**config.mk**
```make
export PLATFORM = sky130hd
export DESIGN_NAME = motoro3_commutation_seq
export DESIGN_NICKNAME = d
export VERILOG_FILES = /design/src/rtl/motoro3_commutation_seq.sv
export SDC_FILE = /design/constraint.sdc
export NUM_CORES = 1
export LEC_CHECK = 0
export CORE_MARGIN = 3
export CORE_UTILIZATION = 58
export DETAILED_ROUTE_END_ITERATION = 10
export PLACE_DENSITY = 0.94
export SLEW_MARGIN = 20
export SYNTH_ARGS = -nofsm -noshare
export SYNTH_HDL_FRONTEND = slang
export SYNTH_SLANG_ARGS = --single-unit
```
**constraint.sdc**
```tcl
create_clock -name clk -period 3.03 [get_ports clk]
set_input_delay 0.909 -clock clk [delete_from_list [all_inputs] [get_ports clk]]
set_output_delay 0.909 -clock clk [all_outputs]
set_load 0.02 [all_outputs]
```
**src/rtl/motoro3_commutation_seq.sv**
```systemverilog
// ---------------------------------------------------------------------------
// motoro3_commutation_seq
//
// Six-step (trapezoidal) commutation sequencer for a 3-phase bridge. It drives
// the per-phase enable and high/low select of three half-bridge MOS drivers.
// Every pattern change passes through an all-off dead interval of DEADTIME
// cycles, so no leg switches directly from one pattern to the next.
//
// Optional feature (macro MOTORO3_STEP_TIMER_EN):
//   Adds a 16-bit stepPeriod input. An internal period counter runs in DRIVE
//   and issues an automatic step every stepPeriod DRIVE cycles. stepPeriod=0
//   disables the timer. Without the macro, steps come only from stepReq.
//
// Ports:
//   clk          in   10 MHz system clock, rising edge
//   rst          in   synchronous reset, active-high
//   start        in   level, leave IDLE and begin driving at stepIdx
//   stop         in   level, return to IDLE with all legs off
//   dirCw        in   1 = increment step index, 0 = decrement
//   stepReq      in   single-cycle pulse, advance one commutation step
//   fault        in   level, driver fault, highest priority
//   faultClr     in   pulse, leave FAULT when fault is low
//   stepPeriod   in   [15:0] auto-step period (timer build only)
//   phEnable     out  [2:0] per-phase driver enable, bit0=A bit1=B bit2=C
//   phH1L0       out  [2:0] per-phase select, 1 = high side, 0 = low side
//   stepIdx      out  [2:0] current commutation step, 0..5
//   busy         out  high in DEAD or DRIVE
//   faultLatched out  high in FAULT
// ---------------------------------------------------------------------------
module motoro3_commutation_seq #(
    parameter int DEADTIME = 20,
    parameter int DT_W     = 8
) (
    input  logic        clk,
    input  logic        rst,
    input  logic        start,
    input  logic        stop,
    input  logic        dirCw,
    input  logic        stepReq,
    input  logic        fault,
    input  logic        faultClr,
`ifdef MOTORO3_STEP_TIMER_EN
    input  logic [15:0] stepPeriod,
`endif
    output logic [2:0]  phEnable,
    output logic [2:0]  phH1L0,
    output logic [2:0]  stepIdx,
    output logic        busy,
    output logic        faultLatched
);

    typedef enum logic [1:0] {S_IDLE, S_DEAD, S_DRIVE, S_FAULT} state_t;

    // Counter counts DEADTIME-1 down to 0, giving DEADTIME all-off cycles.
    localparam logic [DT_W-1:0] DT_LOAD = DT_W'(DEADTIME - 1);

    state_t          state_q, state_d;
    logic [DT_W-1:0] dead_cnt_q, dead_cnt_d;
    logic [2:0]      step_idx_q, step_idx_d;
    logic [2:0]      ph_enable_q, ph_enable_d;
    logic [2:0]      ph_h1l0_q, ph_h1l0_d;
    logic            busy_q, busy_d;
    logic            fault_latched_q, fault_latched_d;

    logic [1:0]      hi_ph, lo_ph;
    logic [2:0]      tbl_en, tbl_hl;
    logic [2:0]      step_next;
    logic            step_any;

    // Commutation table: phase index (0=A, 1=B, 2=C) of the high and low leg.
    always_comb begin
        hi_ph = 2'd0;
        lo_ph = 2'd1;
        case (step_idx_q)
            3'd0:    begin hi_ph = 2'd0; lo_ph = 2'd1; end
            3'd1:    begin hi_ph = 2'd0; lo_ph = 2'd2; end
            3'd2:    begin hi_ph = 2'd1; lo_ph = 2'd2; end
            3'd3:    begin hi_ph = 2'd1; lo_ph = 2'd0; end
            3'd4:    begin hi_ph = 2'd2; lo_ph = 2'd0; end
            3'd5:    begin hi_ph = 2'd2; lo_ph = 2'd1; end
            default: begin hi_ph = 2'd0; lo_ph = 2'd1; end
        endcase
    end

    genvar gi;
    generate
        for (gi = 0; gi < 3; gi++) begin : g_phase
            assign tbl_en[gi] = (hi_ph == 2'(gi)) || (lo_ph == 2'(gi));
            assign tbl_hl[gi] = (hi_ph == 2'(gi));
        end
    endgenerate

    // Step index wraps 5->0 going clockwise and 0->5 going counter-clockwise.
    assign step_next = dirCw ? ((step_idx_q == 3'd5) ? 3'd0 : step_idx_q + 3'd1)
                             : ((step_idx_q == 3'd0) ? 3'd5 : step_idx_q - 3'd1);

`ifdef MOTORO3_STEP_TIMER_EN
    logic [15:0] per_cnt_q, per_cnt_d;
    logic        auto_step;

    assign auto_step = (state_q == S_DRIVE) && (stepPeriod != 16'd0) &&
                       (per_cnt_q == stepPeriod - 16'd1);
    assign step_any  = stepReq | auto_step;
`else
    assign step_any  = stepReq;
`endif

    always_comb begin
        state_d     = state_q;
        dead_cnt_d  = dead_cnt_q;
        step_idx_d  = step_idx_q;
        ph_enable_d = ph_enable_q;
        ph_h1l0_d   = ph_h1l0_q;

        if (fault) begin
            state_d     = S_FAULT;
            dead_cnt_d  = '0;
            ph_enable_d = 3'b000;
            ph_h1l0_d   = 3'b000;
        end else begin
            case (state_q)
                S_IDLE: begin
                    ph_enable_d = 3'b000;
                    ph_h1l0_d   = 3'b000;
                    if (!stop && start) begin
                        state_d    = S_DEAD;
                        dead_cnt_d = DT_LOAD;
                    end
                end
                S_DEAD: begin
                    ph_enable_d = 3'b000;
                    if (stop) begin
                        state_d    = S_IDLE;
                        dead_cnt_d = '0;
                        ph_h1l0_d  = 3'b000;
                    end else if (dead_cnt_q == '0) begin
                        state_d     = S_DRIVE;
                        ph_enable_d = tbl_en;
                        ph_h1l0_d   = tbl_hl;
                    end else begin
                        dead_cnt_d = dead_cnt_q - 1'b1;
                    end
                end
                S_DRIVE: begin
                    if (stop) begin
                        state_d     = S_IDLE;
                        ph_enable_d = 3'b000;
                        ph_h1l0_d   = 3'b000;
                    end else if (step_any) begin
                        // phH1L0 keeps the old pattern through the dead interval.
                        state_d     = S_DEAD;
                        step_idx_d  = step_next;
                        dead_cnt_d  = DT_LOAD;
                        ph_enable_d = 3'b000;
                    end
                end
                S_FAULT: begin
                    ph_enable_d = 3'b000;
                    ph_h1l0_d   = 3'b000;
                    if (faultClr) begin
                        state_d = S_IDLE;
                    end
                end
                default: begin
                    state_d     = S_IDLE;
                    ph_enable_d = 3'b000;
                    ph_h1l0_d   = 3'b000;
                end
            endcase
        end

        busy_d          = (state_d == S_DEAD) || (state_d == S_DRIVE);
        fault_latched_d = (state_d == S_FAULT);
    end

`ifdef MOTORO3_STEP_TIMER_EN
    // Runs only while staying in DRIVE; entry, steps and other states clear it.
    always_comb begin
        per_cnt_d = 16'd0;
        if (state_q == S_DRIVE && state_d == S_DRIVE) begin
            per_cnt_d = per_cnt_q + 16'd1;
        end
    end
`endif

    always_ff @(posedge clk) begin
        if (rst) begin
            state_q         <= S_IDLE;
            dead_cnt_q      <= '0;
            step_idx_q      <= 3'd0;
            ph_enable_q     <= 3'b000;
            ph_h1l0_q       <= 3'b000;
            busy_q          <= 1'b0;
            fault_latched_q <= 1'b0;
`ifdef MOTORO3_STEP_TIMER_EN
            per_cnt_q       <= 16'd0;
`endif
        end else begin
            state_q         <= state_d;
            dead_cnt_q      <= dead_cnt_d;
            step_idx_q      <= step_idx_d;
            ph_enable_q     <= ph_enable_d;
            ph_h1l0_q       <= ph_h1l0_d;
            busy_q          <= busy_d;
            fault_latched_q <= fault_latched_d;
`ifdef MOTORO3_STEP_TIMER_EN
            per_cnt_q       <= per_cnt_d;
`endif
        end
    end

    assign phEnable     = ph_enable_q;
    assign phH1L0       = ph_h1l0_q;
    assign stepIdx      = step_idx_q;
    assign busy         = busy_q;
    assign faultLatched = fault_latched_q;

endmodule
```
==> results.py, run 1 <==
metrics = {
    "timing": {
        "grt_setup_unrepaired": "no",
        "max_slew_margin": 0.727,
        "worstMarginPinSlew_ns": 0.398,
        "timing.setup.tns_ns": 0,
        "finalClockSkew_ns": 0.00284,
        "post-route-period-util": 0.885,
        "fmax_mhz": 373,
        "drv_slew": 0,
        "layout_min_cycle_time_ns": 2.68,
        "hold_violations": 0,
        "timing.final.setup_violations": 0,
    },
    "synth": {
        "number_of_enable_flip_flop_cells_after_synthesis": 0,
        "synth_sequential_area_ratio": 0.314,
        "postSynthRegisterBits": 21,
        "synth_top_flop_cell": "dfxtp_1",
        "synth.yosys.warnings": 0,
        "syn_area_per_cell_um2": 8.12,
        "synthCells": 165,
        "netlist-cell-type-count": 38,
        "post_synth_instance_area_mm2": 0.00134,
        "synth_fp_nets": 181,
        "async_flop_share": 0,
    },
    "drt": {
        "viasPerCell": 6.27,
        "detailroute.via_count": 1329,
        "drt_pass_1_iters": 4,
        "routed_wl_per_cell_um": 15.8,
        "ant_nets": 0,
        "drt_drc_violations_left": 0,
        "drtIter0Drc": 33,
        "routed_wl_mm": 3.35,
    },
    "status": {
        "run_status": "finished, final reports clean",
    },
    "global_route": {
        "grt_overflow_total": 0,
        "grt_first_pass_wirelength_mm": 5.51,
        "grt_use_total": 0.259,
        "grt_start_max_net_pins": 15,
        "antenna_violations_before_repair": 0,
        "grt_pass1_vias": 1237,
    },
    "place": {
        "hpwlAfterDp_mm": 2.57,
        "placement.io_buffers": 18,
        "place.gp.congestion": 0.901,
    },
    "setup_path": {
        "cp_max_fo": 10,
        "setup.worst_path.class": "in2reg",
        "critical_path_required_ns": 3.24,
        "critical_path_arrival_ns": 2.89,
        "setup.worst_path.start_class": "input port",
        "critical_path.endpoint_type": "register",
        "regToRegSetupSlack_ns": 0.89,
    },
    "die": {
        "fp.dieW_um": 54.1,
        "placement_rows": 16,
        "core_mm2": 0.00208,
        "die-height_um": 54.1,
        "num_io_pins": 19,
        "dieArea_mm2": 0.00292,
        "initial_core_utilization": 0.644,
    },
    "final_layout": {
        "fill_cells": 163,
        "share_of_layout_cells_above_drive_strength_1": 0.103,
        "num_antenna_cells": 0,
        "design.final.nets": 202,
        "syn_to_final_growth_pct": 18.9,
    },
    "clocking": {
        "cts.path.max_buffers": 2,
        "cts.hold.buffers_added": 0,
        "cts.reportedPaths.clkPinSlew_ns": 0.12,
        "cts.sinks": 21,
        "cts.root.buffer_cell": "clkbuf_4",
        "tritoncts": "built",
        "clock_network_latency_to_the_later_pin_of_the_worst_skew_pair_ns": 0.31,
        "postCtsSetupBuffers": 0,
        "post_cts_resized": 0,
        "tritoncts.num_buffers": 3,
        "cts_max_level": 1,
    },
    "min_path": {
        "holdCritPathClass": "reg2reg",
    },
    "power": {
        "p_per_area_mw_per_mm2": 377,
        "leakagePower_nw": 0.558,
        "vdd_drop_max_mv": 0.271,
        "totalPowerFinal_mw": 0.601,
    },
    "flow_run": {
        "drv.max_cap_violation_count": 0,
    },
}
==> routing by layer <==
metal | GRT usage | part of all wire
met1 | 0.313 | 0.43
met2 | 0.438 | 0.48
met3 | 0.0416 | 0.065
met4 | 0.133 | 0.025
met5 | 0 | 0
==> power breakdown <==
group	switching (mW)	internal, mW	leakage, nW
Clock	0.0914	0.0494	0.0177
Sequential	0.0122	0.286	0.171
Combinational	0.0911	0.0706	0.370
Total	0.195	0.406	0.558
==> logic make-up (layout without fill, tap and decap cells) <==
| family | Yosys count | count (layout) | share of synthesized area |
|---|---|---|---|
| AOI/OAI and AO/OA | 53 | 53 | 0.262 |
| xor gates and xnor gates | 3 | 3 | 0.0196 |
| adders and majority gates | 8 | 8 | 0.0747 |
| buffers and inverters | 16 | 36 | 0.0448 |
| DFF | 21 | 21 | 0.314 |
| muxes | 1 | 1 | 0.00747 |
| and+or+nand+nor | 63 | 63 | 0.277 |
==> stage by stage <==
stage	std cells	cell area, um2	hold WS, ns	worst slack, ns	util
global placement	208	1570	0.442	0.231	0.752
detailed placement	208	1570	0.464	0.0773	0.752
global route	212	1590	0.501	0.269	0.765
finish	212	1590	0.477	0.348	0.765
CTS	212	1590	0.480	0.420	0.765
floorplan	165	1340	0.467	0.854	-
==> cells in the mapped netlist, types with 4 or more instances <==
cell type   n  share of area
nand3_1     4          0.015
nor2_1      8          0.022
nand2_1    11          0.031
nor3_1     12          0.045
o21ai_0    13          0.049
ha_1        8          0.075
a31oi_1     5          0.023
inv_1       9          0.025
nor2b_1     8          0.037
dfxtp_1    21           0.31
a21oi_1    17          0.063
a21o_1      4          0.022
clkbuf_1    7          0.020
==> cell usage in the layout (no fill, tap or decap), drive strengths merged, types with 4 or more instances in the layout <==
cell / n
dfxtp: 21
nand3: 4
buf: 5
nor2: 8
ha: 8
inv: 9
a21o: 4
nor2b: 8
o21ai: 13
nand2: 11
a31oi: 5
nor3: 13
a21oi: 17
clkdlybuf4s50: 18
==> area by class of cell <==
| type | instances | area, um2 | share of cell area |
|---|---|---|---|
| clock buffer | 3 | 22.5 | 0.0141 |
| clock inverter | 1 | 5.00 | 0.00314 |
| inverter | 9 | 33.8 | 0.0212 |
| multi-input combinational | 128 | 860 | 0.540 |
| sequential | 21 | 420 | 0.264 |
| tap | 27 | 33.8 | 0.0212 |
| timing repair buffer | 23 | 218 | 0.137 |
==> registers in the layout (all words and copies together), names as in the netlist <==
register and flops:
phEnable 3, faultLatched 1, stepIdx 3, dead_cnt_q 8, state_q 2, phH1L0 3
busy 1
==> final timing paths <==
| kind | from | to | cells past startpoint |
|---|---|---|---|
| worst max-delay path | stop | busy$_SDFF_PP0_ | 7 |
| worst min-delay path | phEnable[1]$_SDFFE_PP0P_ | phEnable[1]$_SDFFE_PP0P_ | 2 |
| worst max register to register | dead_cnt_q[0]$_SDFFE_PP0P_ | busy$_SDFF_PP0_ | 8 |
| worst min register to register | phEnable[1]$_SDFFE_PP0P_ | phEnable[1]$_SDFFE_PP0P_ | 2 |
==> worst max-delay path, cell delays in order <==
cell and delay [ns]:
clkdlybuf4s50_1 0.57, nand2b_1 0.39, a21oi_1 0.25, nor3_1 0.08, o21ai_0 0.27, ha_1 0.29
nor2b_1 0.13
Note: power is estimated with default switching activity, not from simulation.
==> inputs of run 2 (changes only) <==
CORE_MARGIN = 4   (was 3)
==> results.py, run 2 (synthesis results as in run 1) <==
metrics = {
    "setup_path": {
        "setup.worst_path.class": "reg2out",
        "crit_slowest_cell": "clkdlybuf4s50_1",
        "setup.worst_path.start_class": "register",
        "timing.critical_path.cells": "clkdlybuf4s50_1",
        "max_stage_delay_ns": 0.68,
        "timing.rr.end": "busy$_SDFF_PP0_",
        "path_buf_inv": 1,
        "regToRegSetupSlack_ns": 0.88,
        "cp_max_fo": 12,
        "critical_path.reg2reg.startpoint": "dead_cnt_q[0]$_SDFFE_PP0P_",
        "critical_path_arrival_ns": 1.55,
        "worst-r2r-cell-count": 8,
        "timing.critical_path.max_delay_family": "buffers and inverters",
        "critical_path_required_ns": 2.12,
        "critical_path.endpoint_type": "primary output",
    },
    "drt": {
        "viasPerCell": 6.36,
        "drt_drc_violations_left": 0,
        "ant_nets": 0,
        "drtIter0Drc": 57,
        "routed_wl_per_cell_um": 16.4,
        "routed_wl_mm": 3.48,
        "drt_pass_1_iters": 4,
        "detailroute.via_count": 1355,
    },
    "clocking": {
        "post_cts_resized": 0,
        "cts.path.max_buffers": 2,
        "cts.root.buffer_cell": "clkbuf_4",
        "cts.reportedPaths.clkPinSlew_ns": 0.12,
        "cts_max_level": 1,
        "cts.hold.buffers_added": 0,
        "clock_network_latency_to_the_later_pin_of_the_worst_skew_pair_ns": 0.31,
        "tritoncts": "built",
        "postCtsSetupBuffers": 0,
        "tritoncts.num_buffers": 3,
        "cts.sinks": 21,
    },
    "place": {
        "place.gp.congestion": 0.892,
        "placed_cells": 209,
        "detailed_place.area_mm2": 0.00157,
        "hpwlAfterDp_mm": 2.61,
        "preCtsSetupSlack_ns": 0.326,
        "placement.io_buffers": 18,
    },
    "power": {
        "p_sw_frac": 0.323,
        "power_frac_comb": 0.275,
        "vdd_drop_max_mv": 0.283,
        "p_per_area_mw_per_mm2": 379,
        "power.share.sequential": 0.492,
        "totalPowerFinal_mw": 0.603,
        "leakagePower_nw": 0.554,
        "power.switching_mw": 0.195,
        "p_int_mw": 0.408,
        "power_frac_clock": 0.233,
    },
    "global_route": {
        "grt_first_pass_wirelength_mm": 5.78,
        "grt_overflow_total": 0,
        "grt_start_max_net_pins": 15,
        "antenna_violations_before_repair": 0,
        "grt_pass1_vias": 1286,
        "grt_use_total": 0.226,
    },
    "timing": {
        "max_slew_margin": 0.705,
        "drv_slew": 0,
        "timing.setup.tns_ns": 0,
        "post-route-period-util": 0.811,
        "fmax_mhz": 407,
        "grt_setup_unrepaired": "no",
        "worstMarginPinSlew_ns": 0.431,
        "timing.final.setup_violations": 0,
        "layout_min_cycle_time_ns": 2.46,
        "hold_violations": 0,
        "finalClockSkew_ns": 0.00563,
        "post-route-worst-setup-slack_ns": 0.574,
    },
    "min_path": {
        "holdPathStages": 2,
        "hold_path.startpoint": "phEnable[0]$_SDFFE_PP0P_",
        "whs_endpoint": "phEnable[0]$_SDFFE_PP0P_",
        "holdCritPathClass": "reg2reg",
    },
    "flow_run": {
        "drv.max_cap_violation_count": 0,
    },
    "final_layout": {
        "num_antenna_cells": 0,
        "share_of_layout_cells_above_drive_strength_1": 0.0973,
        "layout.cells.most_common": "dfxtp_1",
        "fill_cells": 173,
        "design.final.nets": 202,
        "largest_reg_flops": 8,
        "largest-register": "dead_cnt_q",
        "final_cell_mix": "21 x dfxtp_1, 18 x clkdlybuf4s50_1, 17 x a21oi_1",
        "syn_to_final_growth_pct": 18.9,
        "fin_cells": 213,
        "finish.instance_area_mm2": 0.00159,
    },
    "status": {
        "run_status": "finished, final reports clean",
    },
    "die": {
        "initial_core_utilization": 0.606,
        "core_mm2": 0.00221,
        "num_io_pins": 19,
        "fp.dieW_um": 56.1,
        "die-height_um": 56.1,
        "dieArea_mm2": 0.00314,
        "placement_rows": 17,
    },
}
-- run 2: per-stage QoR --
stage / hold slack (ns) / util
floorplan: 0.467 / -
global placement: 0.443 / 0.708
detailed placement: 0.449 / 0.708
CTS: 0.464 / 0.720
global route: 0.486 / 0.720
finish: 0.462 / 0.720
-- run 2: how the worst max path moves through the flow --
stage	startpoint	end	slack, ns	cells past startpoint
6_report	stepIdx[1]$_SDFFE_PP0P_	stepIdx[1]	0.57	1
5_1_grt	stop	dead_cnt_q[2]$_SDFFE_PP0P_	0.43	6
4_1_cts	stepIdx[1]$_SDFFE_PP0P_	stepIdx[1]	0.57	1
3_5_place_dp	stop	dead_cnt_q[2]$_SDFFE_PP0P_	0.33	6
3_3_place_gp	stop	stepIdx[1]$_SDFFE_PP0P_	0.39	5
2_1_floorplan	stop	busy$_SDFF_PP0_	0.85	7
-- run 2: per-layer routing --
layer	GRT usage	wire, um
met1	0.255	1440
met2	0.404	1770
met3	0.0487	186
met4	0.0983	95
met5	0	0
-- run 2: power groups by stage --
stage / Clock, mW / Combinational (mW) / Sequential, mW
2_1_floorplan: 0 / 0.102 / 0.305
3_3_place_gp: 0 / 0.152 / 0.302
3_5_place_dp: 0 / 0.160 / 0.303
4_1_cts: 0.141 / 0.162 / 0.296
5_1_grt: 0.158 / 0.179 / 0.298
6_report: 0.141 / 0.166 / 0.297
-- run 2: area by class of cell --
type | instances | area (um2) | area share
Clock buffer | 4 | 26.3 | 0.0165
Inverter | 9 | 33.8 | 0.0212
Multi-Input combinational cell | 128 | 860 | 0.540
Sequential cell | 21 | 420 | 0.264
Tap cell | 28 | 35.0 | 0.0220
Timing Repair Buffer | 23 | 218 | 0.137
-- run 2: tightest hold or removal path, delay by kind of cell (launching register included) --
family	cells	cell delay, ns
DFF	1	0.33
and+or+nand+nor	1	0.05
AOI/OAI and AO/OA	1	0.05
